### src/rtl/handshake_reg_chain_sink_if.sv
// Valid/ready bus between a source driver and the register-chain sink.
interface handshake_reg_chain_sink_if #(
    parameter int unsigned WIDTH = 9
);
    logic             src_vaild;
    logic [WIDTH-1:0] src_data_in;
    logic             src_ready;
    logic             ready_in;
    logic             dst_vaild;
    logic [WIDTH-1:0] dst_data;
    logic             dst_ready;

    modport master (
        output src_vaild, src_data_in, ready_in,
        input  src_ready, dst_vaild, dst_data, dst_ready
    );

    modport slave (
        input  src_vaild, src_data_in, ready_in,
        output src_ready, dst_vaild, dst_data, dst_ready
    );
endinterface

### src/rtl/handshake_reg_chain_sink.sv
// Skid slice feeding a forward register slice, drained by a sequence-checking consumer.
module handshake_reg_chain_sink #(
    parameter int unsigned WIDTH = 9,
    parameter int unsigned DEPTH = 256
) (
    input  logic                       clk,
    input  logic                       s_rst,
    handshake_reg_chain_sink_if.slave  bus,
    output logic                       idle,
    output logic                       start,
    output logic                       err,
    output logic [15:0]                rx_cnt
);
    localparam int unsigned CNT_W = 16;
    localparam logic [0:0]  EMPTY = 1'b0;
    localparam logic [0:0]  FULL  = 1'b1;

    logic [0:0]       state_q, state_d;
    logic [WIDTH-1:0] skid_q;
    logic [WIDTH-1:0] exp_q;
    logic [WIDTH-1:0] exp_nxt;
    logic             skid_load;
    logic             mid_valid;
    logic [WIDTH-1:0] mid_data;
    logic             mid_ready;
    logic             xfer;

    assign mid_ready = !bus.dst_vaild || bus.dst_ready;
    assign xfer      = bus.dst_vaild && bus.dst_ready;
    assign exp_nxt   = WIDTH'((32'(bus.dst_data) + 32'd1) % DEPTH);

    // Skid state register
    always_ff @(posedge clk or negedge s_rst) begin
        if (!s_rst) state_q <= EMPTY;
        else        state_q <= state_d;
    end

    // Skid next state and middle handshake; src_ready gates pass-through so
    // nothing is taken before the upstream handshake actually completes.
    always_comb begin
        state_d   = state_q;
        skid_load = 1'b0;
        mid_valid = 1'b0;
        mid_data  = skid_q;
        case (state_q)
            EMPTY: begin
                mid_valid = bus.src_vaild && bus.src_ready;
                mid_data  = bus.src_data_in;
                if (bus.src_vaild && bus.src_ready && !mid_ready) begin
                    state_d   = FULL;
                    skid_load = 1'b1;
                end
            end
            FULL: begin
                mid_valid = 1'b1;
                if (mid_ready) state_d = EMPTY;
            end
            default: state_d = EMPTY;
        endcase
    end

    // Datapath: skid storage, forward slice, consumer and checker
    always_ff @(posedge clk or negedge s_rst) begin
        if (!s_rst) begin
            bus.src_ready <= 1'b0;
            idle          <= 1'b1;
            skid_q        <= '0;
            bus.dst_vaild <= 1'b0;
            bus.dst_data  <= '0;
            bus.dst_ready <= 1'b0;
            start         <= 1'b0;
            err           <= 1'b0;
            exp_q         <= '0;
            rx_cnt        <= '0;
        end else begin
            bus.src_ready <= (state_d == EMPTY);
            idle          <= (state_d == EMPTY);
            if (skid_load) skid_q <= bus.src_data_in;
            if (mid_ready) begin
                bus.dst_vaild <= mid_valid;
                if (mid_valid) bus.dst_data <= mid_data;
            end
            // dst_vaild can only rise when empty, and then mid_ready is 1
            start         <= mid_valid && !bus.dst_vaild;
            bus.dst_ready <= bus.ready_in;
            if (xfer) begin
                if (bus.dst_data != exp_q) err <= 1'b1;
                exp_q  <= exp_nxt;
                rx_cnt <= rx_cnt + CNT_W'(1);
            end
        end
    end
endmodule

### src/flat_wrapper.sv
// flat-port wrapper written by rule: the top's interface ports become plain ports
module handshake_reg_chain_sink_flat 
#(
    parameter int unsigned WIDTH = 9,
    parameter int unsigned DEPTH = 256
)
  (clk, s_rst, idle, start, err, rx_cnt, bus_src_vaild, bus_src_data_in, bus_ready_in, bus_src_ready, bus_dst_vaild, bus_dst_data, bus_dst_ready);
  handshake_reg_chain_sink_if #(.WIDTH(WIDTH)) bus_i ();
  input  logic clk;
  input  logic s_rst;
  output logic idle;
  output logic start;
  output logic err;
  output logic [15:0] rx_cnt;
  input wire logic [$bits(bus_i.src_vaild)-1:0] bus_src_vaild;
  input wire logic [$bits(bus_i.src_data_in)-1:0] bus_src_data_in;
  input wire logic [$bits(bus_i.ready_in)-1:0] bus_ready_in;
  output wire logic [$bits(bus_i.src_ready)-1:0] bus_src_ready;
  output wire logic [$bits(bus_i.dst_vaild)-1:0] bus_dst_vaild;
  output wire logic [$bits(bus_i.dst_data)-1:0] bus_dst_data;
  output wire logic [$bits(bus_i.dst_ready)-1:0] bus_dst_ready;
  assign bus_i.src_vaild = bus_src_vaild;
  assign bus_i.src_data_in = bus_src_data_in;
  assign bus_i.ready_in = bus_ready_in;
  assign bus_src_ready = bus_i.src_ready;
  assign bus_dst_vaild = bus_i.dst_vaild;
  assign bus_dst_data = bus_i.dst_data;
  assign bus_dst_ready = bus_i.dst_ready;
  handshake_reg_chain_sink #(.WIDTH(WIDTH), .DEPTH(DEPTH)) u_core (.clk(clk), .s_rst(s_rst), .bus(bus_i), .idle(idle), .start(start), .err(err), .rx_cnt(rx_cnt));
endmodule
### config.mk
export PLATFORM = sky130hd
export DESIGN_NAME = handshake_reg_chain_sink_flat
export DESIGN_NICKNAME = d
export VERILOG_FILES = /design/src/rtl/handshake_reg_chain_sink_if.sv /design/src/rtl/handshake_reg_chain_sink.sv /design/src/flat_wrapper.sv
export SDC_FILE = /design/constraint.sdc
export NUM_CORES = 1
export LEC_CHECK = 0
export CAP_MARGIN = 20
export CELL_PAD_IN_SITES_DETAIL_PLACEMENT = 2
export CELL_PAD_IN_SITES_GLOBAL_PLACEMENT = 2
export CORE_MARGIN = 2
export CORE_UTILIZATION = 33
export DETAILED_ROUTE_END_ITERATION = 6
export PLACE_DENSITY_LB_ADDON = 0.15
export SETUP_SLACK_MARGIN = 0.15
export SYNTH_ARGS = -nofsm -noshare
export SYNTH_HDL_FRONTEND = slang
export SYNTH_SLANG_ARGS = --single-unit
### constraint.sdc
create_clock -name clk -period 2 [get_ports clk]
set_input_delay 0.4 -clock clk [delete_from_list [all_inputs] [get_ports clk]]
set_output_delay 0.4 -clock clk [all_outputs]
set_load 0.02 [all_outputs]
Yosys cells after proc, flatten, opt, wreduce, memory -nomap -nowiden
Cells that the tools add are included.
W data, S select, Z words.
Word-level totals
  register bits after elaboration: 49
  bits in latches: 0
  bits in writable memories: 0
  memory bits (read-only): 0
  input port bits: 13
  memories kept: 0
Cells by class
  add/subtract/negate cells: 2
  $mul: 0
  div/mod/pow operators: 0
  magnitude comparators: 0
  eq/ne operators: 1
  shift-type cells: 0
  mux-type cells: 6
  bitwise logic cells: 2
  reduce and logical (&&, ||, !) cells: 9
Operator list (number)
  $add A16 B1 Y16 const B: 1
  $mux W9: 1
  $ne A9 B8 Y1: 1
  $add A8 B1 Y8 const B: 1
  $logic_and A1 B1 Y1: 4
  $pmux W1 S2: 2
  $reduce_and A2 Y1: 2
  $mux W1: 3
  $logic_not A1 Y1: 2
  $not A1 Y1: 2
  $logic_or A1 B1 Y1: 1

Longest topological paths before layout
  word-level depth: 7
  mapped depth: 6
  mapped depth without buffers: 5

Least setup slack after synthesis
No wires, ideal clock.
  path type: reg-to-reg
  start point: reg u_core.bus.dst_ready
  end point: reg u_core.skid_q[0]
  arrival: 1.360 ns
  data required time: 1.875 ns
  setup slack: 0.515 ns
  stages on the path, launching flop included: 4
  buffers on the path: 0
  period minus slack after synthesis: 1.485 ns
  cells stage by stage: dfrtp_1 -> nand2b_1 -> nor3_4 -> mux2_2
On the way
  word-level cells in the longest chain between the ends: 5
Ends and longest elaborated chain
  from (decl): line handshake_reg_chain_sink_if.sv:20  | output src_ready, dst_vaild, dst_data, dst_ready
  from (signal assigned): line handshake_reg_chain_sink.sv:85  | bus.dst_ready <= bus.ready_in;
  $logic_or A1 B1 Y1: line handshake_reg_chain_sink.sv:28  | assign mid_ready = !bus.dst_vaild || bus.dst_ready;
  $logic_not A1 Y1: line handshake_reg_chain_sink.sv:49  | if (bus.src_vaild && bus.src_ready && !mid_ready) begin
  $logic_and A1 B1 Y1: line handshake_reg_chain_sink.sv:49
  $mux W1: line handshake_reg_chain_sink.sv:49
  $mux W1: line handshake_reg_chain_sink.sv:45  | case (state_q)
  to (signal assigned): line handshake_reg_chain_sink.sv:78  | if (skid_load) skid_q <= bus.src_data_in;
  to (decl): line handshake_reg_chain_sink.sv:19  | logic [WIDTH-1:0] skid_q;
No other way between the ends.
A chain may end at the register's enable or synchronous reset.

Final worst setup path
  start point: reg u_core.rx_cnt[9]
  end point: out rx_cnt[9]
RTL lines
  from (decl): line handshake_reg_chain_sink.sv:12  | output logic [15:0] rx_cnt
  from (signal assigned): line handshake_reg_chain_sink.sv:89  | rx_cnt <= rx_cnt + CNT_W'(1);
  to (decl): line flat_wrapper.sv:14  | output logic [15:0] rx_cnt;
No word-level cell between the ends.

==> run metrics <==
status=complete, no violations; postcts setup bufs=0; Worst-Margin Slew=0.6228 ns; Sink Count=49; sequential cell area=1230 µm²; Rows=29; H-tree depth=2; setup ws final=0.2171 ns; Clock Path Buffers=2; Global Route Usage Sum=16.97%; antenna cells=0; Port Buffers=43; reg-to-reg startpoint=u_core.bus.dst_ready$_DFF_PN0_; GRT overflow=0; Core Util, Final=44.25%; Setup crit end kind=output pin; number of buffers created by CTS=5; die area=7128 µm²; Residual DRC=0; layout cells sized above 1=12.50%; height of the die=84.43 µm; final setup fails=0; Avg Inst Size Synth=11.48 µm²; vias=1567; initial DRC count=70; antenna violations before repair=0; Hold Vio Cnt, Final=0; number of global-route vias before repair=1815; max_slew headroom=58.29%; critical path arrival=1.38 ns; Syn Nets=201; GP Congestion=0.7349; CP bufs+invs=1; Crit path largest cell delay=0.64 ns; LEAKAGE=0.001249 µW; Top Ports=44; wire length of the first global-routing pass=9660 µm; Die Wd=84.43 µm; P&R area growth vs syn=30.89%; 1st-pass router iterations=3; Mapped Area=2135 µm²; sequential area share after synthesis=57.50%; Crit Path Class=reg2out; CTS clock-pin slew for the worst setup and hold paths=0.10 ns; Final ANT Viol Nets=0; critical-path maximum fanout=4; worst-path cell chain=clkdlybuf4s50_1; # resized after CTS=5; CTS tree=done; Max Cap Viol=0; YS warnings=0; WL/cell=17.31 µm; post-route minimum period=1.783 ns; CTS Root Cell=clkbuf_8; pre-CTS setup slack=-0.1709 ns; max-slew violation count=0; core area=6314 µm²; Worst EP required=1.60 ns; family with the most delay on the worst path=buffers and inverters; fin crit share=89.15%; PwrDens=1108 nW/µm²; nets=254; Clock Latency Late Sink=0.30 ns; Worst VDD drop=514.7 µV; Starting Density=33.81%; Post-CTS Hold Fix Bufs=0; Cell variety after synth=28; crit start category=flop; Final HPWL DP=4224 µm; Fmax achieved=560.9 MHz; Yosys reg bits=49; worst hold slack=0.08957 ns; Slowest-stage cell, CP=clkdlybuf4s50_1; Hold Path Class=in2async; clock skew=0.008793 ns; area of the multi-input gates=880.8 µm²; crit path from=u_core.rx_cnt[9]$_DFFE_PN0P_; # fillers=660; final WL=5487 µm; RSZ-0062 raised after global routing=no; cells after synthesis=186; pin count of the biggest net entering global routing=26; vias per cell=4.943
final cells by class:
| type | count | share of cell area [%] |
|---|---|---|
| Inverter | 2 | 0.2687 |
| Tap cell | 77 | 3.448 |
| Multi-Input combinational cell | 131 | 31.53 |
| Clock inverter | 1 | 0.3135 |
| Timing Repair Buffer | 50 | 17.69 |
| Clock buffer | 7 | 2.732 |
| Sequential cell | 49 | 44.02 |
stage by stage:
stage | power (µW) | TNS, ns | cells | instance area (µm²)
floorplan | 2053 | 0 | 186 | 2135
global placement | 2475 | -0.1199 | 309 | 2688
detailed placement | 2574 | -1.298 | 309 | 2688
CTS | 3155 | 0 | 317 | 2773
global route | 3317 | 0 | 317 | 2794
finish | 3096 | 0 | 317 | 2794
sequential cells by signal, summed over array words and instances (netlist names):
signal and flops:
u_core.err 1, u_core.idle 1, u_core.rx_cnt 16, u_core.bus.dst_ready 1, u_core.bus.dst_data 9, u_core.bus.dst_vaild 1, u_core.exp_q 8, u_core.bus.src_ready 1
u_core.state_q 1, u_core.start 1, u_core.skid_q 9
worst paths after layout:
check	depth (start not counted)	endpoint	slack (ns)
worst max-delay path	1	rx_cnt[9]	0.22
worst min-delay path	2	u_core.rx_cnt[0]$_DFFE_PN0P_	0.09
worst max register to register	4	u_core.skid_q[0]$_DFFE_PN0P_	0.36
worst min register to register	1	u_core.rx_cnt[15]$_DFFE_PN0P_	0.48
max in group asynchronous	2	u_core.idle$_DFF_PN1_	1.62
min in group clk	1	u_core.rx_cnt[15]$_DFFE_PN0P_	0.48
layer usage:
metal | part of all wire [%] | vias up | routed length (µm) | track usage (%)
li1 | - | 734 | - | -
met1 | 45 | 803 | 2490 | 22.38
met2 | 51 | 25 | 2777 | 28.79
met3 | 2.7 | 5 | 148 | 3.048
met4 | 1.3 | 0 | 71 | 4.762
met5 | 0 | - | 0 | 0
where the power goes:
| part | internal (µW) | switching, µW |
|---|---|---|
| clock | 251 | 328 |
| combinational | 486 | 525 |
| sequential | 1240 | 265 |
| total | 1980 | 1120 |
cells in the mapped netlist (all sizes together):
cell type	count	area share, %
clkbuf	1	0.18
and3	3	0.88
a31oi	1	0.29
dfstp	1	1.2
nand4	5	1.5
nand2b	1	0.29
ha	2	1.2
mux2i	9	4.2
nor4	2	0.88
mux2	9	4.7
xnor2	14	5.7
buf	3	0.82
nor2b	1	0.29
dfrtp	48	56
o21ai	7	1.6
and4	1	0.41
nor3	3	1.2
xor2	15	6.2
nor2	14	2.5
nand3	12	2.8
a21oi	10	2.3
inv	2	0.35
and2	1	0.29
or2	1	0.29
nand2	20	3.5
placed cells by master (no fill, tap or decap), drive strengths merged:
cell	netlist	routed
nand2b	1	1
clkbuf	1	7
clkinv	0	1
nor4	2	2
clkdlybuf4s50	0	31
dlymetal6s2s	0	8
nor2b	1	1
xnor2	14	14
ha	2	2
xor2	15	15
dfstp	1	1
or2	1	1
nand4	5	5
nor2	14	14
nand2	20	20
and2	1	1
mux2i	9	9
o21ai	7	7
a31oi	1	1
dfrtp	48	48
buf	3	8
and4	1	1
and3	3	3
nand3	12	12
mux2	9	9
nor3	3	3
dlygate4sd2	0	3
a21oi	10	10
inv	2	2
logic make-up after synthesis:
family          count (synthesis)  synth area share, %
compound gates                 18                4.279
mux                            18                8.969
flops                          49                57.50
simple gates                   64                14.83
fa+ha+maj                       2                1.172
xor+xnor                       29                11.90
buf+inv                         6                1.348
Note: power is estimated with default switching activity, not from simulation.
==> RTL edit 1 (config.mk and constraints unchanged) <==
`WIDTH` is set to 9 in 3 places; all go to 18.
--- a/src/rtl/handshake_reg_chain_sink_if.sv
+++ b/src/rtl/handshake_reg_chain_sink_if.sv
@@ -1,6 +1,6 @@
 // Valid/ready bus between a source driver and the register-chain sink.
 interface handshake_reg_chain_sink_if #(
-    parameter int unsigned WIDTH = 9
+    parameter int unsigned WIDTH = 18
 );
     logic             src_vaild;
     logic [WIDTH-1:0] src_data_in;
--- a/src/rtl/handshake_reg_chain_sink.sv
+++ b/src/rtl/handshake_reg_chain_sink.sv
@@ -1,6 +1,6 @@
 // Skid slice feeding a forward register slice, drained by a sequence-checking consumer.
 module handshake_reg_chain_sink #(
-    parameter int unsigned WIDTH = 9,
+    parameter int unsigned WIDTH = 18,
     parameter int unsigned DEPTH = 256
 ) (
     input  logic                       clk,
--- a/src/flat_wrapper.sv
+++ b/src/flat_wrapper.sv
@@ -1,7 +1,7 @@
 // flat-port wrapper written by rule: the top's interface ports become plain ports
 module handshake_reg_chain_sink_flat 
 #(
-    parameter int unsigned WIDTH = 9,
+    parameter int unsigned WIDTH = 18,
     parameter int unsigned DEPTH = 256
 )
   (clk, s_rst, idle, start, err, rx_cnt, bus_src_vaild, bus_src_data_in, bus_ready_in, bus_src_ready, bus_dst_vaild, bus_dst_data, bus_dst_ready);
Ports: changed (resized bus_dst_data and bus_src_data_in); port bits go from 44 to 62. The function was not compared with the original's and may differ.
==> RTL edit 1 against the original RTL <==
Register-to-register slack improved by 70 ps. Wire length increased by 29%. Final area increased by 39%. Count of clock-buffer cells in the layout increased by 5. Sequential cell count increased by 18. Area after synthesis increased by 36%. Power increased by 49%. Fmax increased by 0.55%. Critical endpoint is now rx_cnt[1]. Combinational power increased by 32%. Setup slack improved by 9.8 ps. Non-clock buffer count increased by 16.
==> RTL edit 1: results (changes against the original RTL) <==
stage	metric	value	unit	change
clock_tree	htree depth	3		+1
drt	vias after detailed routing	2102		+34%
drt	M1 WL	3.23	mm	+30%
placed_design	PortBufs	61		+42%
yosys	post-synthesis sequential area ratio	57.7	%	+0.17 points
drt	met3 wire len	253	um	+71%
global_routing	largest net degree at the start of global routing	68		+160%
drt	vias per cell	4.93		-0.18%
power	Leak	0.00173	uW	+38%
clock_tree	clock-pin slew on the worst setup and hold paths	80	ps	-20 ps
sta	Worst Skew	9.72	ps	+0.929 ps
clock_tree	cts repair resizes	15		+10
placed_design	post-DP HPWL	4.78	mm	+13%
yosys	top cells by count, synth	dfrtp_1, nor2_1, a21oi_1		
power	switching share of power	33.6	%	-2.5 points
global_routing	Total GRT Usage	16.4	%	-0.54 points
yosys	Synth Area per Inst	11.9	sq um	+3.5%
global_routing	met3 Use GR	3.94	%	+0.89 points
yosys	synth top area cells	dfrtp_1, mux2i_1, xnor2_1		
status	status	finished, final reports clean		
critical_path	R2R Setup Slk	430	ps	+70 ps
sta	worst-margin pin slew	380	ps	-243 ps
layout	top flop regs	u_core.bus.dst_data x18, u_core.skid_q x18, u_core.rx_cnt x16		
global_routing	met2 usage	26.0	%	-2.8 points
placed_design	dpl cells	410		+33%
layout	Total Nets Final	337		+33%
placed_design	placed instance area	3680	sq um	+37%
sta	Hold Slack	44.7	ps	-44.8 ps
power	VDD IR max	526	uV	+2.2%
clock_tree	clock buffer count from CTS	9		+4
placed_design	Final GP Congestion	0.686		-6.7%
clock_tree	Clk Latency, worst-skew pair	350	ps	+50 ps
global_routing	M1 GR Usage	21.6	%	-0.76 points
[RTL edit 1: changes by cell type in the layout (fill, tap and decap cells not counted), moves of 7 or more]
cell,change
dlygate4sd2_1,+12
a21oi_1,+9
nand2_1,-7
clkdlybuf4s50_1,+7
clkbuf_8,+7
mux2i_1,+9
nor2_1,+11
mux2_1,+10
dfrtp_1,+20
[RTL edit 1: power by group through the flow]
stage               Clock [uW]  Sequential (uW)  Combinational, uW
detailed placement           0             2110               1400
global placement             0             2080               1350
CTS                       1250             2090               1360
global route              1320             2160               1460
floorplan                    0             2220                614
finish                    1200             2080               1330
[RTL edit 1: area by class of cell]
cell class	instances	area (sq um)
clock buffers	12	165
multi-input cells	167	1180
well taps	108	135
flip-flops and latches	67	1680
inverters	2	7.51
fillers	898	4740
repair buffers	66	679
clock inverters	4	47.5
[RTL edit 1: worst reg2reg max path: cells and delay by family, from the launching register on]
family        cells  cell delay, ps
simple gates      3             630
xor+xnor          1             150
fa+ha+maj         1             250
flops             1             470
[RTL edit 1: logic make-up after synthesis]
group	Yosys count	share of synthesized area (%)
AOI/OAI and AO/OA	27	4.82
DFF	67	57.7
and+or+nand+nor	71	12.1
buffers and inverters	11	1.85
adders and majority gates	2	0.860
xor gates and xnor gates	29	8.73
muxes	38	13.9
[RTL edit 1: worst paths after layout]
kind	startpoint	endpoint	cells after the start
max in group asynchronous	s_rst	u_core.idle	2
worst min-delay path	s_rst	u_core.bus.dst_data[11]	2
worst min register to register	u_core.rx_cnt[15]	u_core.rx_cnt[15]	1
worst max register to register	u_core.rx_cnt[0]	u_core.rx_cnt[10]	5
worst max-delay path	u_core.rx_cnt[1]	rx_cnt[1]	1
min in group clk	u_core.rx_cnt[15]	u_core.rx_cnt[15]	1
==> RTL edit 2 (same flow settings) <==
Made on the original files. Make the reset (`s_rst`) synchronous in 2 clocked blocks.
--- a/src/rtl/handshake_reg_chain_sink.sv
+++ b/src/rtl/handshake_reg_chain_sink.sv
@@ -30,7 +30,7 @@
     assign exp_nxt   = WIDTH'((32'(bus.dst_data) + 32'd1) % DEPTH);
 
     // Skid state register
-    always_ff @(posedge clk or negedge s_rst) begin
+    always_ff @(posedge clk) begin
         if (!s_rst) state_q <= EMPTY;
         else        state_q <= state_d;
     end
@@ -60,7 +60,7 @@
     end
 
     // Datapath: skid storage, forward slice, consumer and checker
-    always_ff @(posedge clk or negedge s_rst) begin
+    always_ff @(posedge clk) begin
         if (!s_rst) begin
             bus.src_ready <= 1'b0;
             idle          <= 1'b1;
Formal check against the unedited RTL: differs if s_rst is asserted again (counterexample within 4 cycles, from zero or initial values and one cycle with s_rst low); with s_rst held inactive, the same outputs for 10 cycles.
==> RTL edit 2 against the original RTL <==
Setup slack worse by 1.8 ps. Largest cell class is now multi-input combinational cells. Final cell count rose by 11%. Wire length up 3.3%. Sequential cell count is the same. Via count is 13% higher. Area after synthesis down 2.8%. First-iteration DRC count decreased by 33%. Final area is 1.6% lower.
Power is not compared: it rests on default switching activity, and its combinational part moved more than twofold at a synthesized area within 25%.
==> RTL edit 2: results (changes against the original RTL) <==
stage	metric	value	unit	change
clock_tree	htree depth	2		unchanged
layout	share of cells above drive strength 1	8.30	%	-4.2 points
drt	vias after detailed routing	1770		+13%
critical_path	critical path peak fanout	7		+3
placed_design	Final GP Congestion	0.704		-4.2%
sta	Max transition margin	68.0	%	+9.7 points
yosys	syn_nets	240		+19%
critical_path	delay-heaviest family, CP	buffers and inverters		
clock_tree	clock-pin slew on the worst setup and hold paths	90	ps	
critical_path	Worst path slowest cell	clkdlybuf4s50_1		
drt	Pre-Repair DR Iteration Count	4		+1
yosys	top cells by count, synth	dfxtp_1, nor2_1, mux2i_1		
critical_path	R2R Setup Slk	260	ps	-100 ps
drt	initial DRC count	47		-33%
sta	Worst Skew	8.86	ps	+0.0710 ps
drt	WL per Instance	16.1	um	-7.0%
global_routing	Total GRT Usage	17.1	%	+0.085 points
yosys	fraction of registers with async set/reset	0	%	-100 points
global_routing	first-pass GRT wire length	9.41	mm	-2.6%
clock_tree	Clk Latency, worst-skew pair	310	ps	
layout	top flop regs	u_core.rx_cnt x16, u_core.bus.dst_data x9, u_core.skid_q x9		
worst_hold_path	Hold WC Path Type	reg2reg		
critical_path	Crit path arrival time	1380	ps	about the same
layout	Total Nets Final	292		+15%
placed_design	PortBufs	43		unchanged
yosys	post-synthesis cell type count	29		+3.6%
yosys	post-synthesis sequential area ratio	47.3	%	-10 points
placed_design	post-DP HPWL	3.95	mm	-6.6%
power	VDD IR max	295	uV	
global_routing	largest net degree at the start of global routing	43		+65%
status	status	finished, final reports clean		
critical_path	reg2reg start	u_core.rx_cnt[2]		
global_routing	antenna violations before repair	0		unchanged
clock_tree	CTS max path bufs	2		unchanged
critical_path	Reg2Reg Capture Point	u_core.rx_cnt[15]		
yosys	synth top area cells	dfxtp_1, mux2i_1, xor2_1		
placed_design	placed instance area	2650	sq um	-1.4%
power	Leak	0.00106	uW	
worst_hold_path	HP Start	u_core.skid_q[1]		
global_routing	vias in the first global route	1863		+2.6%
-- RTL edit 2: per-stage QoR --
stage / total power, uW / util (%) / worst slack [ps] / hold slack, ps / std cells
global placement: 1290 / 44.2 / 211 / 472 / 345
detailed placement: 1300 / 44.2 / 167 / 487 / 345
CTS: 1910 / 45.7 / 155 / 508 / 352
finish: 1880 / 45.9 / 215 / 500 / 352
global route: 1970 / 45.9 / 156 / 539 / 352
floorplan: 1180 / - / 193 / 460 / 225
-- RTL edit 2: final cells by class --
class,count,area (sq um)
Inverter,4,15.0
Timing Repair Buffer,55,527
Clock buffer,7,86.3
Sequential cell,49,985
Multi-Input combinational cell,162,1040
Tap cell,75,93.8
Fill cell,683,3240
-- RTL edit 2: cell families after synthesis --
| kind of cell | count (synthesis) | synth area share, % |
|---|---|---|
| AO/OA/AOI/OAI | 35 | 10.2 |
| XOR/XNOR | 23 | 9.70 |
| adder cells (fa/ha/maj) | 2 | 1.21 |
| buffers and inverters | 14 | 2.65 |
| flip-flops | 49 | 47.3 |
| multiplexers | 20 | 9.64 |
| AND/OR/NAND/NOR | 82 | 19.3 |
-- RTL edit 2: power groups by stage --
stage | sequential, uW | clock (uW) | combinational (uW)
floorplan | 1080 | 0 | 94.8
global placement | 1060 | 0 | 228
detailed placement | 1060 | 0 | 232
CTS | 1040 | 634 | 232
global route | 1050 | 668 | 250
finish | 1040 | 606 | 228
-- RTL edit 2: how the worst max path moves through the flow --
stage / startpoint / to / slack (ps) / cells past startpoint
2_1_floorplan: u_core.bus.dst_vaild / u_core.rx_cnt[15] / 190 / 5
3_3_place_gp: bus_src_vaild / u_core.skid_q[7] / 210 / 6
3_5_place_dp: u_core.rx_cnt[3] / u_core.rx_cnt[15] / 170 / 4
4_1_cts: u_core.rx_cnt[3] / rx_cnt[3] / 150 / 1
5_1_grt: u_core.rx_cnt[12] / rx_cnt[12] / 160 / 1
6_report: u_core.bus.dst_data[0] / bus_dst_data[0] / 220 / 1
-- RTL edit 2: metal layers --
layer	routed length [um]	GRT usage [%]	part of all wire (%)	vias to the layer above
met4	57	4.92	1.0	0
met5	0	0	0	-
met1	2720	22.6	48	854
met2	2710	27.5	48	26
li1	-	-	-	886
met3	177	4.27	3.1	4
-- RTL edit 2: what timing repair did --
item,CTS,global route
setup endpoints to repair,6,9
hold buffers,0,0
resized for setup,5,6
hold endpoints to repair,0,0
